`config.mk`:
```
export PLATFORM = sky130hd
export DESIGN_NAME = error_recovery_ctrl
export DESIGN_NICKNAME = d
export VERILOG_FILES = /design/src/rtl/error_recovery_pkg.sv /design/src/rtl/err_sat_counter.sv /design/src/rtl/error_recovery_ctrl.sv
export SDC_FILE = /design/constraint.sdc
export NUM_CORES = 1
export LEC_CHECK = 0
export ABC_AREA = 1
export BUFFER_PORTS_ARGS = -buffer_cell sky130_fd_sc_hd__buf_4
export CAP_MARGIN = 5
export CORE_MARGIN = 3
export CORE_UTILIZATION = 57
export DETAILED_ROUTE_END_ITERATION = 10
export PLACE_DENSITY = 0.88
export SYNTH_ARGS = -nofsm -noshare
export SYNTH_HDL_FRONTEND = slang
export SYNTH_HIERARCHICAL = 1
export SYNTH_SLANG_ARGS = --single-unit
```
`constraint.sdc`:
```
create_clock -name clk -period 1.8 [get_ports clk]
set_input_delay 0.36 -clock clk [delete_from_list [all_inputs] [get_ports clk]]
set_output_delay 0.36 -clock clk [all_outputs]
set_load 0.005 [all_outputs]
```
`src/rtl/error_recovery_pkg.sv`:
```
// Shared definitions for the pipeline error recovery controller:
// FSM state encoding, default parameters and a counter-width helper.
package error_recovery_pkg;

    typedef enum logic [1:0] {
        ST_IDLE    = 2'd0,
        ST_STALL   = 2'd1,
        ST_RESTORE = 2'd2,
        ST_REPLAY  = 2'd3
    } rec_state_e;

    localparam int DEF_NUM_STAGES    = 4;
    localparam int DEF_REPLAY_CYCLES = 2;
    localparam int DEF_WINDOW        = 64;
    localparam int DEF_THRESH        = 4;

    // Bits needed to hold values 0..maxval (never less than one bit).
    function automatic int cnt_width(input int maxval);
        if (maxval < 2) begin
            return 1;
        end else begin
            return $clog2(maxval + 1);
        end
    endfunction

endpackage

```
`src/rtl/err_sat_counter.sv`:
```
// Saturating up-counter with a synchronous clear that can load the
// current increment, so a window restart can count its first event.
module err_sat_counter #(
    parameter int               WIDTH = 16,
    parameter logic [WIDTH-1:0] MAX   = {WIDTH{1'b1}}
) (
    input  logic             clk,
    input  logic             reset,
    input  logic             clr,
    input  logic             inc,
    output logic [WIDTH-1:0] count
);

    // Count register: clear/restart, else increment until MAX
    always_ff @(posedge clk or negedge reset) begin
        if (!reset) begin
            count <= {WIDTH{1'b0}};
        end else if (clr) begin
            count <= inc ? WIDTH'(1) : {WIDTH{1'b0}};
        end else if (inc && (count != MAX)) begin
            count <= count + WIDTH'(1);
        end else begin
            count <= count;
        end
    end

endmodule

```
`src/rtl/error_recovery_ctrl.sv`:
```
// Stall / restore / replay sequencer for timing-error recovery, with a
// saturating total error count and a windowed error-rate throttle request.
module error_recovery_ctrl
    import error_recovery_pkg::*;
#(
    parameter int NUM_STAGES    = DEF_NUM_STAGES,
    parameter int REPLAY_CYCLES = DEF_REPLAY_CYCLES,
    parameter int WINDOW        = DEF_WINDOW,
    parameter int THRESH        = DEF_THRESH
) (
    input  logic                  clk,
    input  logic                  reset,
    input  logic [NUM_STAGES-1:0] error_in,
    output logic                  stall,
    output logic [NUM_STAGES-1:0] restore_sel,
    output logic                  replay,
    output logic                  busy,
    output logic [15:0]           err_count,
    output logic                  throttle_req
);

    localparam int RC_W = cnt_width(REPLAY_CYCLES - 1);
    localparam int WC_W = cnt_width(WINDOW - 1);
    localparam int TC_W = cnt_width(THRESH);

    rec_state_e            state_r, state_nxt_s;
    logic [NUM_STAGES-1:0] mask_r, mask_nxt_s;
    logic [NUM_STAGES-1:0] pending_r, pending_nxt_s;
    logic [NUM_STAGES-1:0] merged_s;
    logic [RC_W-1:0]       rcnt_r, rcnt_nxt_s;
    logic                  event_s;

    logic                  stall_nxt_s, replay_nxt_s, busy_nxt_s;
    logic [NUM_STAGES-1:0] rsel_nxt_s;

    logic [WC_W-1:0]       win_pos_r;
    logic                  wrap_s;
    logic [TC_W-1:0]       win_cnt_s;
    logic                  win_full_s;

    assign event_s  = |error_in;
    assign merged_s = pending_r | error_in;

    // FSM state, recovery masks and replay down-counter
    always_ff @(posedge clk or negedge reset) begin
        if (!reset) begin
            state_r   <= ST_IDLE;
            mask_r    <= {NUM_STAGES{1'b0}};
            pending_r <= {NUM_STAGES{1'b0}};
            rcnt_r    <= {RC_W{1'b0}};
        end else begin
            state_r   <= state_nxt_s;
            mask_r    <= mask_nxt_s;
            pending_r <= pending_nxt_s;
            rcnt_r    <= rcnt_nxt_s;
        end
    end

    // Next-state logic; errors seen during recovery accumulate into pending
    always_comb begin
        state_nxt_s   = state_r;
        mask_nxt_s    = mask_r;
        pending_nxt_s = pending_r;
        rcnt_nxt_s    = rcnt_r;
        case (state_r)
            ST_IDLE: begin
                if (event_s) begin
                    state_nxt_s = ST_STALL;
                    mask_nxt_s  = error_in;
                end else begin
                    state_nxt_s = ST_IDLE;
                end
            end
            ST_STALL: begin
                state_nxt_s   = ST_RESTORE;
                pending_nxt_s = merged_s;
            end
            ST_RESTORE: begin
                state_nxt_s   = ST_REPLAY;
                pending_nxt_s = merged_s;
                rcnt_nxt_s    = RC_W'(REPLAY_CYCLES - 1);
            end
            ST_REPLAY: begin
                if (rcnt_r == {RC_W{1'b0}}) begin
                    // Exit decision includes an error arriving this very cycle
                    pending_nxt_s = {NUM_STAGES{1'b0}};
                    if (|merged_s) begin
                        state_nxt_s = ST_STALL;
                        mask_nxt_s  = merged_s;
                    end else begin
                        state_nxt_s = ST_IDLE;
                        mask_nxt_s  = {NUM_STAGES{1'b0}};
                    end
                end else begin
                    rcnt_nxt_s    = rcnt_r - RC_W'(1);
                    pending_nxt_s = merged_s;
                end
            end
            default: begin
                state_nxt_s   = ST_IDLE;
                mask_nxt_s    = {NUM_STAGES{1'b0}};
                pending_nxt_s = {NUM_STAGES{1'b0}};
                rcnt_nxt_s    = {RC_W{1'b0}};
            end
        endcase
    end

    // Output decode from the upcoming state so registered outputs track it
    always_comb begin
        stall_nxt_s  = 1'b0;
        replay_nxt_s = 1'b0;
        busy_nxt_s   = 1'b0;
        rsel_nxt_s   = {NUM_STAGES{1'b0}};
        case (state_nxt_s)
            ST_IDLE: begin
                busy_nxt_s = 1'b0;
            end
            ST_STALL: begin
                stall_nxt_s = 1'b1;
                busy_nxt_s  = 1'b1;
            end
            ST_RESTORE: begin
                stall_nxt_s = 1'b1;
                busy_nxt_s  = 1'b1;
                rsel_nxt_s  = mask_nxt_s;
            end
            ST_REPLAY: begin
                stall_nxt_s  = 1'b1;
                busy_nxt_s   = 1'b1;
                replay_nxt_s = 1'b1;
            end
            default: begin
                busy_nxt_s = 1'b0;
            end
        endcase
    end

    // Recovery output registers
    always_ff @(posedge clk or negedge reset) begin
        if (!reset) begin
            stall       <= 1'b0;
            replay      <= 1'b0;
            busy        <= 1'b0;
            restore_sel <= {NUM_STAGES{1'b0}};
        end else begin
            stall       <= stall_nxt_s;
            replay      <= replay_nxt_s;
            busy        <= busy_nxt_s;
            restore_sel <= rsel_nxt_s;
        end
    end

    err_sat_counter #(
        .WIDTH (16),
        .MAX   (16'hFFFF)
    ) u_err_count (
        .clk   (clk),
        .reset (reset),
        .clr   (1'b0),
        .inc   (event_s),
        .count (err_count)
    );

    assign wrap_s = (win_pos_r == WC_W'(WINDOW - 1));

    // Free-running observation window position
    always_ff @(posedge clk or negedge reset) begin
        if (!reset) begin
            win_pos_r <= {WC_W{1'b0}};
        end else if (wrap_s) begin
            win_pos_r <= {WC_W{1'b0}};
        end else begin
            win_pos_r <= win_pos_r + WC_W'(1);
        end
    end

    err_sat_counter #(
        .WIDTH (TC_W),
        .MAX   (TC_W'(THRESH))
    ) u_win_cnt (
        .clk   (clk),
        .reset (reset),
        .clr   (wrap_s),
        .inc   (event_s),
        .count (win_cnt_s)
    );

    assign win_full_s = (win_cnt_s == TC_W'(THRESH));

    // Throttle request: sticky in a window, re-evaluated at each wrap
    always_ff @(posedge clk or negedge reset) begin
        if (!reset) begin
            throttle_req <= 1'b0;
        end else if (wrap_s) begin
            throttle_req <= win_full_s;
        end else begin
            throttle_req <= throttle_req | win_full_s;
        end
    end

endmodule
```
==> impl_results.md <==
- DRT Pass-1 Iters: 4
- Max Slew Vio Count: 0
- Avg WL per Cell: 12.4 microns
- Via count: 2026
- Hold crit path type: input pin to asynchronous set/reset pin
- Ports: 30
- Critical path startpoint: u_err_count/count[0]
- Worst skew pair latency: 0.30 ns
- Port bufs: 29
- Overflow after GRT: 0
- Worst-path fanout max: 11
- Startpoint types: register
- Leak pwr: 1.37 nW
- Worst Reg2Reg Path Length in Cells: 9
- Most frequent cells in the layout: nand2_1 (94), dfrtp_1 (43), buf_4 (35)
- Worst setup path class: register to register
- Maxcap violations: 0
- Iteration-0 DRC Markers: 106
- Gpl congestion: 0.887
- Total core area: 0.00377 sq mm
- Synthesis warning total: 6
- Finished Cell Area: 0.00273 sq mm
- CTS Root Cell: clkbuf_8
- Mapped cell area: 0.00230 sq mm
- Internal Pwr Total: 0.00205 W
- FF/Latch Area: 0.00108 sq mm
- Slew Limit Headroom: 64.0%
- Cell Pwr Density: 1160 mW/mm^2
- Tmin final: 1.55 ns
- CTS Buf Count: 5
- Worst path arrival time: 1.80 ns
- Final hold vios: 0
- Max clock buf depth: 2
- GRT Overall Usage: 21.7%
- Period utilization: 86.2%
- Via density: 5.26
- Antenna violations before repair: 0
- Remaining DRCs: 0
- Sw Ratio: 35.3%
- Worst vdd ir: 0.000879 V
- Num rows: 22
- Hold-fix buffers, CTS: 0
- Global routing usage on met2: 35.6%
- Crit path required time: 2.05 ns
- Final Util: 72.5%
- Syn Area/Cell: 7.79 sq um
- Post-CTS Setup Inserts: 0
- Skew final: 0.00727 ns
- Fillers: 296
- Clock tree sinks: 43
- Met3 GRT Util: 6.23%
- Starting Density: 61.1%
- Die area: 0.00484 sq mm
- CTS tree: done
- Hpwl dp: 3.50 mm
- Syn Inst Count: 296
- Sw Pwr: 0.00112 W
- Synth unique cells: 29
- Chip width: 69.6 microns
- Layout cells sized above 1: 17.2%
- GRT busiest layer: met2
- # diodes: 0
- Worst-margin pin slew: 0.540 ns
- Vias in the first global route: 1953
- Reg power frac: 42.1%
- Worst-path clk slew: 0.08 ns
- Number of nets in the final layout: 351
- Placed Instance Area: 0.00261 sq mm
- Sequential area share after synthesis: 46.7%
- First-pass GRT wire length: 8.45 mm
- Area growth, synth to finish: 18.6%
- Post-Route WL: 4.79 mm
- CTS H-tree depth: 2
- Die height: 69.6 microns
- Number of synthesized register bits: 43
- Met1 Usage GRT: 27.3%
- Clock share of power: 24.5%
- Worst reg2reg startpoint: u_err_count/count[0]
- Gate power share: 33.4%
- Setup TNS: 0 ns
- Final number of setup-violating endpoints: 0
- Cts repair resizes: 1
- Status: finished, final reports clean
- RSZ-0062 raised after global routing: false
- Largest net degree at the start of global routing: 44
- Commonest non-fill, non-tap cell in the layout: nand2_1
- CP endpoint kind: register
- Post-route ant nets: 0
- Multi-input logic area: 0.00110 sq mm
- Max Fclk: 0.644 GHz
[state kept, by name, indices dropped and copies added (netlist names)]
| name | cells |
|---|---|
| replay | 1 |
| restore_sel | 4 |
| throttle_req | 1 |
| rcnt_r | 1 |
| busy | 1 |
| state_r | 2 |
| u_win_cnt/count | 3 |
| win_pos_r | 6 |
| pending_r | 4 |
| mask_r | 4 |
| u_err_count/count | 16 |
[final cells by class]
cell class | count | share of cell area [%]
Inverter | 30 | 4.12
Multi-Input combinational cell | 221 | 40.4
Tap cell | 48 | 2.20
Timing Repair Buffer | 35 | 9.62
Clock buffer | 6 | 3.02
Clock inverter | 2 | 1.28
Sequential cell | 43 | 39.4
[cell families after synthesis]
logic type	share of synthesized area, %
AND/OR/NAND/NOR	31.9
flip-flops	46.7
buffers and inverters	6.08
AO/OA/AOI/OAI	7.98
adder cells (fa/ha/maj)	4.89
XOR/XNOR	2.28
other	0.163
[layer usage]
layer  routed length, microns  up-vias
met2                     2260       65
met3                      317        9
met5                        0        -
met4                       71        0
li1                         -     1010
met1                     2140      942
[synth_stat cells, drive strengths merged]
master | instances | area [sq um]
nand3b | 1 | 7.51
o21bai | 4 | 30.0
conb | 1 | 3.75
inv | 29 | 109
o21ai | 7 | 38.8
a21oi | 19 | 95.1
nor3 | 1 | 5.00
xnor2 | 3 | 26.3
nand4 | 6 | 37.5
nand3 | 25 | 135
clkinv | 1 | 3.75
buf | 4 | 27.5
dfrtp | 43 | 1080
nand2 | 98 | 378
nor2 | 40 | 173
xor2 | 3 | 26.3
ha | 9 | 113
a31oi | 1 | 12.5
a21boi | 1 | 7.51
[worst paths after layout]
| kind | end | slack [ns] |
|---|---|---|
| worst max-delay path | u_err_count/count[4] | 0.25 |
| worst max register to register | u_err_count/count[4] | 0.25 |
| worst min register to register | mask_r[3] | 0.47 |
| worst min-delay path | u_err_count/count[9] | 0.03 |
| max in group asynchronous | pending_r[3] | 1.39 |
| min in group clk | pending_r[1] | 0.36 |
[worst max-delay path, stage by stage, from the launching register on]
cell and delay, ns:
dfrtp_1 0.36, ha_1 0.17, nand2_1 0.10, nor2_4 0.14, nand2_2 0.10, nor2_2 0.20, o21ai_2 0.09, inv_2 0.18
nand2_1 0.09, nand2_1 0.06
[power groups by stage]
stage	Clock, W	Combinational (W)	Sequential (W)
2_1_floorplan	0	0.000741	0.00132
3_3_place_gp	0	0.000986	0.00134
3_5_place_dp	0	0.00106	0.00135
4_1_cts	0.000792	0.00106	0.00133
5_1_grt	0.000834	0.00122	0.00136
6_report	0.000776	0.00106	0.00133
[through the flow]
stage | setup WS [ns] | instances | total power [W] | hold slack, ns
after global placement | -0.0304 | 377 | 0.00232 | 0.384
final | 0.248 | 385 | 0.00316 | 0.0322
after CTS | 0.174 | 385 | 0.00319 | 0.0513
after floorplan | 0.316 | 298 | 0.00206 | 0.0644
after detailed placement | -0.0281 | 377 | 0.00241 | 0.379
after global routing | 0.0822 | 385 | 0.00342 | 0.0703
No activity file was read; power rests on OpenSTA's default activity.
